--- config.mk ---
export PLATFORM = sky130hd
export DESIGN_NAME = fetch_seq
export DESIGN_NICKNAME = d
export VERILOG_FILES = /design/src/rtl/qisp_fe_pkg.sv /design/src/rtl/fetch_buf.sv /design/src/rtl/fetch_seq.sv
export SDC_FILE = /design/constraint.sdc
export NUM_CORES = 1
export LEC_CHECK = 0
export BUFFER_PORTS_ARGS = -buffer_cell sky130_fd_sc_hd__buf_2
export CORE_UTILIZATION = 60
export CTS_CLUSTER_DIAMETER = 150
export DETAILED_ROUTE_END_ITERATION = 10
export PLACE_DENSITY = 0.95
export SLEW_MARGIN = 40
export SYNTH_ARGS = -nofsm -noshare
export SYNTH_HDL_FRONTEND = slang
export SYNTH_SLANG_ARGS = --single-unit
--- constraint.sdc ---
create_clock -name clk -period 4.4 [get_ports clk]
set_input_delay 0.44 -clock clk [delete_from_list [all_inputs] [get_ports clk]]
set_output_delay 0.44 -clock clk [all_outputs]
set_load 0.02 [all_outputs]
--- src/rtl/qisp_fe_pkg.sv ---
// qisp_fe_pkg: types and constants shared by the fetch-stage modules.
package qisp_fe_pkg;

   localparam int INSTR_W = 16;

   localparam logic [15:0] RESET_PC_DEFAULT = 16'h0000;

   typedef enum logic [1:0] {
      IDLE  = 2'd0,
      REQ   = 2'd1,
      STALL = 2'd2,
      DROP  = 2'd3
   } fe_state_t;

endpackage

--- src/rtl/fetch_buf.sv ---
// fetch_buf: one-entry word buffer that parks a fetched word while decode holds.
module fetch_buf
   import qisp_fe_pkg::*;
(
   input  logic               clk,
   input  logic               a_rst,
   input  logic               i_load,
   input  logic               i_clr,
   input  logic [INSTR_W-1:0] i_data,
   output logic               o_valid,
   output logic [INSTR_W-1:0] o_data
);

   // Clear wins over load so a redirect always empties the buffer.
   always_ff @(posedge clk or posedge a_rst) begin
      if (a_rst) begin
         o_valid <= 1'b0;
         o_data  <= '0;
      end else if (i_clr) begin
         o_valid <= 1'b0;
      end else if (i_load) begin
         o_valid <= 1'b1;
         o_data  <= i_data;
      end
   end

endmodule

--- src/rtl/fetch_seq.sv ---
// fetch_seq: owns the PC and the instruction-memory read handshake, feeding
// fetched words to fe_unit with hold buffering and jump redirect handling.
module fetch_seq
   import qisp_fe_pkg::*;
#(
   parameter int            AW       = 16,
   parameter logic [AW-1:0] RESET_PC = RESET_PC_DEFAULT,
   parameter int            PC_STEP  = 1
)(
   input  logic               clk,
   input  logic               a_rst,
   input  logic               i_hold,
   input  logic               i_jmp,
   input  logic [AW-1:0]      i_jmp_addr,
   output logic               o_mem_req,
   output logic [AW-1:0]      o_mem_addr,
   input  logic               i_mem_ack,
   input  logic [INSTR_W-1:0] i_mem_data,
   output logic               o_fe_rdy,
   output logic [INSTR_W-1:0] o_fe_data,
   output logic               o_fe_hold_clr,
   output logic [AW-1:0]      o_pc,
   output logic               o_busy
);

   localparam logic [AW-1:0] STEP = AW'(PC_STEP);

   fe_state_t          r_state;
   logic [AW-1:0]      r_pc;

   fe_state_t          w_state_n;
   logic [AW-1:0]      w_pc_n;
   logic [AW-1:0]      w_pc_inc;
   logic               w_req_n;
   logic [AW-1:0]      w_addr_n;
   logic               w_rdy_n;
   logic [INSTR_W-1:0] w_data_n;
   logic               w_hclr_n;
   logic [AW-1:0]      w_opc_n;
   logic               w_busy_n;
   logic               w_buf_load;
   logic               w_buf_clr;
   logic               w_buf_valid;
   logic [INSTR_W-1:0] w_buf_data;

   assign w_pc_inc = r_pc + STEP;
   assign w_busy_n = (w_state_n == REQ) || (w_state_n == DROP);

   fetch_buf u_buf (
      .clk     (clk),
      .a_rst   (a_rst),
      .i_load  (w_buf_load),
      .i_clr   (w_buf_clr),
      .i_data  (i_mem_data),
      .o_valid (w_buf_valid),
      .o_data  (w_buf_data)
   );

   always_comb begin
      w_state_n  = r_state;
      w_pc_n     = r_pc;
      w_req_n    = o_mem_req;
      w_addr_n   = o_mem_addr;
      w_rdy_n    = 1'b0;
      w_data_n   = o_fe_data;
      w_hclr_n   = 1'b0;
      w_opc_n    = o_pc;
      w_buf_load = 1'b0;
      w_buf_clr  = 1'b0;

      if (i_jmp) begin
         w_pc_n    = i_jmp_addr;
         w_buf_clr = 1'b1;
         w_hclr_n  = 1'b1;
         // A read still in flight must complete before the target can be
         // requested; if its ack lands now (even in DROP) issue the target at once.
         if ((r_state == REQ || r_state == DROP) && !i_mem_ack) begin
            w_state_n = DROP;
         end else begin
            w_state_n = REQ;
            w_req_n   = 1'b1;
            w_addr_n  = i_jmp_addr;
         end
      end else begin
         case (r_state)
            IDLE: begin
               w_state_n = REQ;
               w_req_n   = 1'b1;
               w_addr_n  = r_pc;
            end
            REQ: begin
               if (i_mem_ack) begin
                  if (i_hold) begin
                     w_buf_load = 1'b1;
                     w_req_n    = 1'b0;
                     w_state_n  = STALL;
                  end else begin
                     w_rdy_n  = 1'b1;
                     w_data_n = i_mem_data;
                     w_opc_n  = o_mem_addr;
                     w_pc_n   = w_pc_inc;
                     w_addr_n = w_pc_inc;
                  end
               end
            end
            STALL: begin
               if (!i_hold && w_buf_valid) begin
                  w_rdy_n   = 1'b1;
                  w_data_n  = w_buf_data;
                  w_opc_n   = r_pc;
                  w_pc_n    = w_pc_inc;
                  w_addr_n  = w_pc_inc;
                  w_req_n   = 1'b1;
                  w_buf_clr = 1'b1;
                  w_state_n = REQ;
               end
            end
            DROP: begin
               if (i_mem_ack) begin
                  w_addr_n  = r_pc;
                  w_state_n = REQ;
               end
            end
            default: w_state_n = IDLE;
         endcase
      end
   end

   always_ff @(posedge clk or posedge a_rst) begin
      if (a_rst) begin
         r_state       <= IDLE;
         r_pc          <= RESET_PC;
         o_mem_req     <= 1'b0;
         o_mem_addr    <= RESET_PC;
         o_fe_rdy      <= 1'b0;
         o_fe_data     <= '0;
         o_fe_hold_clr <= 1'b0;
         o_pc          <= RESET_PC;
         o_busy        <= 1'b0;
      end else begin
         r_state       <= w_state_n;
         r_pc          <= w_pc_n;
         o_mem_req     <= w_req_n;
         o_mem_addr    <= w_addr_n;
         o_fe_rdy      <= w_rdy_n;
         o_fe_data     <= w_data_n;
         o_fe_hold_clr <= w_hclr_n;
         o_pc          <= w_opc_n;
         o_busy        <= w_busy_n;
      end
   end

endmodule
==> flow_summary.toml, run 1 <==
[worst_setup_path]
cp_slowest_cell = "or4b_1"
cp_cell_sequence = "inv_1 > ha_1 > mux2i_1 > a221o_1 > or4b_1 > a31oi_1"
critPathArrivalTime_ns = 2.86
end_kind = "flip-flop"
cpPeakStageDelay_ns = 0.60
path_class = "reg -> reg"
cp_max_fo = 24
required_ns = 4.68
cp-start-kind = "flip-flop"

[clock_tree]
clkSinkCount = 86
cts_hold_buffers = 0
postCtsSetupBuffers = 0
root_buffer = "clkbuf_8"
clkTransAtPathRegs_ns = 0.09
cts_tree = "yes"
clk_latency_ns = 0.37
cts-resized-gates = 0
cts_made_buffers = 9
ctsHtreeMaxLevel = 3
clock_path_buffers = 2

[grt]
grt_pass1_wl_um = 17400
grt_pass1_vias = 3642
gr-total-overflow = 0
grt_max_degree = 49
grt_usage_pct = 29.4
grt_antenna_before_repair = 0

[yosys]
synth_edf_count = 0
async_reset_ff_share_pct = 100
ys_types = 53
ys.flop_type = "dfrtp_1"
synth_top_area_share_pct = 47.8
syn_inst = 437
synth.area.top_cells = "dfrtp_1 48%, mux2i_1 7.8%, mux2_2 6.5%"
synth.avg_cell_area_sq_um = 10.3
yosysWarnings = 0
seq_area_frac_synth_pct = 47.8
synth_fp_nets = 481
synth_area_sq_um = 4500
synth_largest_area_cell = "dfrtp_1"
ys_ff_latch = 86

[route]
drt_pre_antenna_iters = 5
wirelength_um = 10700
post-route-drc-count = 0
drtIter0Drc = 423
viasPerCell = 6.13
routedWlPerCell_um = 17.6
antenna_left = 0
vias = 3734

[floorplan]
num_io_pins = 89
die_area_sq_um = 7850
coreArea_sq_um = 7250
initial_core_util_pct = 62.0
num_rows = 31
die_width_um = 88.6
die_y_um = 88.6

[placement]
place.gp.congestion = 0.927
portBuffers = 88
post-place-ws_ns = 1.86
dp_hpwl_um = 7380

[finish]
syn_to_final_growth_pct = 14.8
final_cell_mix = "88 x buf_2, 86 x dfrtp_1, 52 x nor2_1"
drive_gt1_share_pct = 27.6
layout.nets = 549
final_common_cell = "buf_2"
diodes = 0
final_util_pct = 71.2

[timing]
period_share_pct = 58.5
setup_viol = 0
rsz0062_at_grt = "false"
finClkSkew_ns = 0.0136
maxSlewHeadroom_pct = 50.0
fin_crit_ns = 2.57
clock.fmax_mhz = 388
finalSetupTns_ns = 0
slew_violations = 0
hold_ws_ns = 0.133
hold_violations = 0
setup_slack_ns = 1.83
tightest_slew_ns = 0.750

[power]
ir_drop_uv = 360
powerDensity_nw_per_um2 = 668
total_power_mw = 3.45
leakagePower_nw = 2.15

[status]
status = "finished clean"

[run]
maxCapViolations = 0

[hold_path]
hold_class = "in -> async"
==> cells by family after synthesis <==
family | after synthesis | synth area share (%)
muxes | 61 | 14.3
xor gates and xnor gates | 11 | 2.14
DFF | 86 | 47.8
adders and majority gates | 7 | 1.95
AOI/OAI and AO/OA | 104 | 15.4
and+or+nand+nor | 122 | 13.7
buffers and inverters | 46 | 4.73
==> cell usage after synthesis (5+ instances only) <==
cell	instances
a21oi_1	37
xor2_1	7
inv_1	10
clkbuf_1	13
or3_1	7
o21ai_0	11
mux2_2	26
nor4_1	5
o31ai_1	7
dfrtp_1	86
nor2_1	52
nand2_1	14
or4_1	7
buf_2	17
nor3_1	7
nand4_1	8
a31oi_1	15
ha_1	7
mux2i_1	35
==> per-stage QoR <==
stage	area, sq um	instances
final	5170	609
after global routing	5170	609
after CTS	5170	609
after detailed placement	4940	593
after global placement	4930	592
after floorplan	4500	437
==> layout make-up <==
class                   instances  area [sq um]
flip-flops and latches         86          2150
multi-input cells             305          2140
fillers                       510          2090
repair buffers                 93           490
clock buffers                  11           141
well taps                      99           124
clock inverters                 5          82.6
inverters                      10          40.0
==> critical path: cells and delay by family, from the launching register on <==
kind	cells	cell delay [ns]
AO/OA/AOI/OAI	2	0.78
adder cells (fa/ha/maj)	1	0.34
buffers and inverters	1	0.14
flip-flops	1	0.44
multiplexers	1	0.21
AND/OR/NAND/NOR	1	0.60
==> sequential cells by signal (all words and copies together) (netlist names) <==
register       flops
u_buf.o_data      16
o_fe_data         16
o_busy             1
o_fe_hold_clr      1
o_mem_req          1
u_buf.o_valid      1
o_pc              16
o_fe_rdy           1
o_mem_addr        16
r_pc              16
r_state            1
==> metal layers <==
| layer | vias to the layer above | share of wire (%) | global-route usage (%) |
|---|---|---|---|
| li1 | 1735 | - | - |
| met1 | 1814 | 41 | 36.2 |
| met2 | 156 | 50 | 49.4 |
| met3 | 29 | 6.7 | 7.09 |
| met4 | 0 | 2.2 | 13.0 |
| met5 | - | 0 | 0 |
==> worst paths after layout <==
check	start	end	slack, ns	depth (start not counted)
min	a_rst	r_pc[11]	0.13	2
max	r_state[1]	r_pc[15]	1.83	6
min in group clk	i_jmp_addr[0]	r_pc[0]	0.31	3
max in group asynchronous	a_rst	o_pc[14]	3.32	3
max reg2reg	r_state[1]	r_pc[15]	1.83	6
min reg2reg	u_buf.o_data[1]	u_buf.o_data[1]	0.51	1
==> power breakdown <==
| part | internal (mW) | leakage (nW) | switching [mW] |
|---|---|---|---|
| registers | 1.11 | 0.975 | 0.235 |
| logic | 0.589 | 1.07 | 0.897 |
| clock network | 0.336 | 0.113 | 0.285 |
| total | 2.04 | 2.15 | 1.42 |
No activity file was read; power rests on OpenSTA's default activity.
==> run 2: changes to the inputs <==
--- a/config.mk
+++ b/config.mk
@@ -6,10 +6,10 @@
 export NUM_CORES = 1
 export LEC_CHECK = 0
 export BUFFER_PORTS_ARGS = -buffer_cell sky130_fd_sc_hd__buf_2
-export CORE_UTILIZATION = 60
+export CORE_UTILIZATION = 50
 export CTS_CLUSTER_DIAMETER = 150
 export DETAILED_ROUTE_END_ITERATION = 10
-export PLACE_DENSITY = 0.95
+export PLACE_DENSITY = 0.88
 export SLEW_MARGIN = 40
 export SYNTH_ARGS = -nofsm -noshare
 export SYNTH_HDL_FRONTEND = slang
==> constraint.sdc (replaced) <==
create_clock -name clk -period 2.1 [get_ports clk]
set_input_delay 0.21 -clock clk [delete_from_list [all_inputs] [get_ports clk]]
set_output_delay 0.21 -clock clk [all_outputs]
set_load 0.02 [all_outputs]
==> flow_summary.toml, run 2 (synthesized netlist as in run 1, its figures left out) <==
[route]
vias = 4001
antenna_left = 0
post-route-drc-count = 0
routedWlPerCell_um = 17.8
drtIter0Drc = 323
drt_pre_antenna_iters = 5
wirelength_um = 11600
viasPerCell = 6.14

[power]
powerDensity_nw_per_um2 = 1340
p_seq_share_pct = 37.3
clock_power_share_pct = 14.3
p_comb_share_pct = 48.3
leakagePower_nw = 2.29
p_int_mw = 4.31
ir_drop_uv = 839
netSwitchingFraction_pct = 41.6
p_switching_mw = 3.07

[clock_tree]
clkSinkCount = 86
cts_tree = "yes"
clock_path_buffers = 2
cts_made_buffers = 9
clkTransAtPathRegs_ns = 0.09
ctsHtreeMaxLevel = 3
root_buffer = "clkbuf_8"
clk_latency_ns = 0.35

[worst_setup_path]
cp-start-kind = "flip-flop"
cp_max_fo = 9
required_ns = 2.33
end_kind = "flip-flop"
critPathArrivalTime_ns = 2.27
path_class = "reg -> reg"

[timing]
fin_crit_ns = 2.05
setup_slack_ns = 0.0529
clock.fmax_mhz = 489
finClkSkew_ns = 0.0104
tightest_slew_ns = 0.461
setup_viol = 0
slew_violations = 0
maxSlewHeadroom_pct = 69.3
period_share_pct = 97.5
hold_violations = 0
rsz0062_at_grt = "true"

[placement]
portBuffers = 88
dp_hpwl_um = 7560
post-place-ws_ns = -0.0904
place.gp.congestion = 0.890
placed_area_sq_um = 5170

[run]
maxCapViolations = 0

[floorplan]
die_width_um = 96.9
num_rows = 34
coreArea_sq_um = 8720
initial_core_util_pct = 51.6
num_io_pins = 89
die_y_um = 96.9
die_area_sq_um = 9380

[finish]
multi_input_area_sq_um = 2220
seq_area_sq_um = 2150
final_util_pct = 63.0
drive_gt1_share_pct = 33.8
syn_to_final_growth_pct = 22.1
diodes = 0
final_common_cell = "buf_2"
layout.nets = 583
fillers = 696
finalInstanceArea_sq_um = 5490
final_cell_mix = "88 x buf_2, 85 x dfrtp_1, 52 x nor2_1"

[grt]
gr-total-overflow = 0
grt_pass1_vias = 3913
grt_max_degree = 87
grt_usage_pct = 24.1
grt_pass1_wl_um = 18500
grt_antenna_before_repair = 0

[hold_path]
hold_class = "in -> reg"

[status]
status = "finished clean"
run 2: cell types whose count changed in the layout (fill, tap and decap cells not counted), sizes merged:
| cell | delta |
|---|---|
| clkbuf | +1 |
| buf | +30 |
| clkinvlp | +2 |
| inv | -1 |
| a221o | +2 |
| dlygate4sd3 | +1 |
| clkinv | +1 |
| bufinv | -2 |
run 2: path summary, 6_finish.rpt:
| path | from | endpoint | slack [ns] | cells past startpoint |
|---|---|---|---|---|
| worst max-delay path | o_busy | r_pc[12] | 0.05 | 7 |
| worst min-delay path | i_jmp_addr[0] | r_pc[0] | 0.1 | 3 |
| worst max register to register | o_busy | r_pc[12] | 0.05 | 7 |
| worst min register to register | u_buf.o_data[14] | u_buf.o_data[14] | 0.51 | 1 |
| max in group asynchronous | a_rst | o_busy | 1.20 | 4 |
| min in group asynchronous | a_rst | o_mem_req | 0.51 | 4 |
run 2: through the flow:
stage                     setup TNS, ns  cells  hold slack (ns)  power (mW)
after floorplan                       0    437            0.241        4.98
after global placement                0    627            0.371        5.98
after detailed placement         -0.420    627            0.380        6.15
after CTS                             0    646           0.0907        7.25
after global routing             -0.265    652           0.0984        7.82
final                                 0    652           0.0985        7.37
run 2: metal layers:
layer / part of all wire (%) / track usage, % / vias up / wire length [um]
li1: - / - / 1804 / -
met1: 42 / 31.0 / 1922 / 4870
met2: 48 / 39.5 / 215 / 5520
met3: 6.7 / 4.19 / 60 / 782
met4: 3.6 / 11.6 / 0 / 416
met5: 0 / 0 / - / 0
run 2: final cells by class:
cell class                      instances  area share, %
Multi-Input combinational cell        307           40.4
Sequential cell                        86           39.2
Tap cell                              108           2.46
Inverter                               10          0.752
Clock buffer                           11           2.57
Timing Repair Buffer                  125           14.0
Clock inverter                          5          0.638
run 2: timing repair:
item,in CTS,in global routing
cloned,2,1
hold endpoints to repair,11,0
setup endpoints to repair,11,55
buffers inserted,0,5
resized for setup,3,12
hold buffers,1,0
pin swaps,1,5
run 2: critical path: stages, from the launching register on:
cell and delay [ns]:
dfrtp_2 0.43, inv_2 0.12, ha_4 0.19, nand2b_4 0.08
a221o_1 0.48, buf_4 0.21, nor4_1 0.32, nor3_1 0.09
run 2: power by group through the flow:
stage | registers, mW | clock network (mW) | logic, mW
after floorplan | 3.29 | 0 | 1.69
after global placement | 2.73 | 0 | 3.25
after detailed placement | 2.78 | 0 | 3.37
after CTS | 2.74 | 1.08 | 3.42
after global routing | 2.83 | 1.15 | 3.84
final | 2.75 | 1.06 | 3.56
==> run 3: changes to the inputs <==
--- a/config.mk
+++ b/config.mk
@@ -6,6 +6,7 @@
 export NUM_CORES = 1
 export LEC_CHECK = 0
 export BUFFER_PORTS_ARGS = -buffer_cell sky130_fd_sc_hd__buf_2
+export CORE_MARGIN = 2
 export CORE_UTILIZATION = 50
 export CTS_CLUSTER_DIAMETER = 150
 export DETAILED_ROUTE_END_ITERATION = 10
==> constraint.sdc (replaced) <==
create_clock -name clk -period 2.1 [get_ports clk]
set_input_delay 0.21 -clock clk [delete_from_list [all_inputs] [get_ports clk]]
set_output_delay 0.21 -clock clk [all_outputs]
set_load 0.1 [all_outputs]
==> flow_summary.toml, run 3 (synthesized netlist as in run 1, its figures left out) <==
[status]
status = "finished, violations left"
violations = "setup timing"

[worst_setup_path]
cp_max_fo = 8
r2r_start = "o_busy"
r2r_setup_slack_ns = -0.0007
cp_slowest_cell = "or4_1"
end_kind = "flip-flop"
reg2reg_depth = 7
cp.buffers_inverters = 3
cpMostUsedCell = "buf_6"
cp-start-kind = "flip-flop"
timing.rr.end = "r_pc[14]"
cpPeakStageDelay_ns = 0.50
required_ns = 2.39
cp_cell_sequence = "inv_4 > buf_6 > ha_4 > a221o_1 > buf_6 > or4_1 > a31oi_1"
path_delay_family = "compound AO/OA/AOI/OAI gates"
critPathArrivalTime_ns = 2.39
path_class = "reg -> reg"

[timing]
setup_slack_ns = -0.000692
slew_violations = 0
rsz0062_at_grt = "true"
hold_violations = 0
period_share_pct = 100
maxSlewHeadroom_pct = 65.5
finClkSkew_ns = 0.0120
clock.fmax_mhz = 476
setup_viol = 1
tightest_slew_ns = 0.522
fin_crit_ns = 2.10

[grt]
grt_antenna_before_repair = 0
grt_usage_pct = 23.8
grt_pass1_vias = 3943
gr-total-overflow = 0
grt_pass1_wl_um = 18800
grt_max_degree = 87

[clock_tree]
root_buffer = "clkbuf_8"
clk_latency_ns = 0.36
clkTransAtPathRegs_ns = 0.09
cts_tree = "yes"
clock_path_buffers = 2
cts_made_buffers = 9
clkSinkCount = 86
ctsHtreeMaxLevel = 3

[route]
wirelength_um = 11800
post-route-drc-count = 0
viasPerCell = 6.02
drt_pre_antenna_iters = 5
antenna_left = 0
drtIter0Drc = 366
routedWlPerCell_um = 18.0
vias = 3949

[finish]
fillers = 662
diodes = 0
final_common_cell = "buf_2"
layout.nets = 587
final_cell_mix = "89 x buf_2, 85 x dfrtp_1, 52 x nor2_1"
syn_to_final_growth_pct = 26.1
drive_gt1_share_pct = 35.6

[floorplan]
initial_core_util_pct = 51.6
die_y_um = 98.9
die_width_um = 98.9
coreArea_sq_um = 8720
die_area_sq_um = 9770
num_rows = 34
num_io_pins = 89

[hold_path]
hold_depth = 2
min_to = "u_buf.o_data[10]"
min-delay-start = "i_mem_data[10]"
hold_class = "in -> reg"

[placement]
post-place-ws_ns = -0.0689
dp_hpwl_um = 7690
place.gp.congestion = 0.962
portBuffers = 88

[run]
maxCapViolations = 0
run 3: through the flow:
stage	setup TNS (ns)	instances	hold slack, ns	instance area (sq um)	util, %
3_3_place_gp	0	632	0.368	5240	60.0
6_report	-0.000692	656	0.0914	5680	65.1
3_5_place_dp	-0.691	632	0.378	5240	60.0
2_1_floorplan	-1.80	437	0.241	4560	-
5_1_grt	-0.133	656	0.0839	5680	65.1
4_1_cts	0	654	0.0823	5550	63.6
run 3: what timing repair did:
action | CTS | global route
hold buffers | 1 | 0
cloned | 2 | 2
pin swaps | 2 | 10
hold endpoints to repair | 86 | 0
endpoints found under the setup margin | 24 | 38
buffers inserted | 3 | 1
resized for setup | 6 | 18
run 3: worst max path at each step:
stage / start / to / slack (ns) / depth (start not counted)
3_5_place_dp: o_busy / o_mem_addr[8] / -0.07 / 5
6_report: o_busy / r_pc[14] / -0.0007 / 7
3_3_place_gp: o_busy / o_mem_addr[7] / 0.02 / 5
4_1_cts: o_busy / r_pc[15] / 0.008 / 6
5_1_grt: o_busy / r_pc[11] / -0.04 / 7
2_1_floorplan: o_busy / o_mem_addr[12] / -0.18 / 7
run 3: layer usage:
| metal | part of all wire [%] | global-route usage (%) | routed length (um) | vias up |
|---|---|---|---|---|
| met3 | 5.8 | 3.55 | 688 | 25 |
| met5 | 0 | 0 | 0 | - |
| met1 | 42 | 30.9 | 4980 | 1922 |
| met2 | 50 | 40.1 | 5870 | 181 |
| li1 | - | - | - | 1821 |
| met4 | 2.3 | 9.48 | 269 | 0 |
run 3: final cells by class:
type                            count  area, sq um  share of cell area (%)
Multi-Input combinational cell    305         2260                    39.8
Sequential cell                    86         2160                    38.0
Timing Repair Buffer              131          868                    15.3
Clock buffer                       10          138                    2.43
Tap cell                          108          135                    2.38
Clock inverter                      6         75.1                    1.32
Inverter                           10         43.8                   0.772
run 3: worst register-to-register path: stages (launching register included):
cell     delay (ns)
dfrtp_4        0.47
inv_4          0.06
buf_6          0.12
ha_4           0.17
a221o_1        0.40
buf_6          0.16
or4_1          0.51
a31oi_1        0.15
Power of run 3 is left out: the tool's default activity adds up to more than one toggle a clock period on the data nets, which glitch-free logic cannot reach.
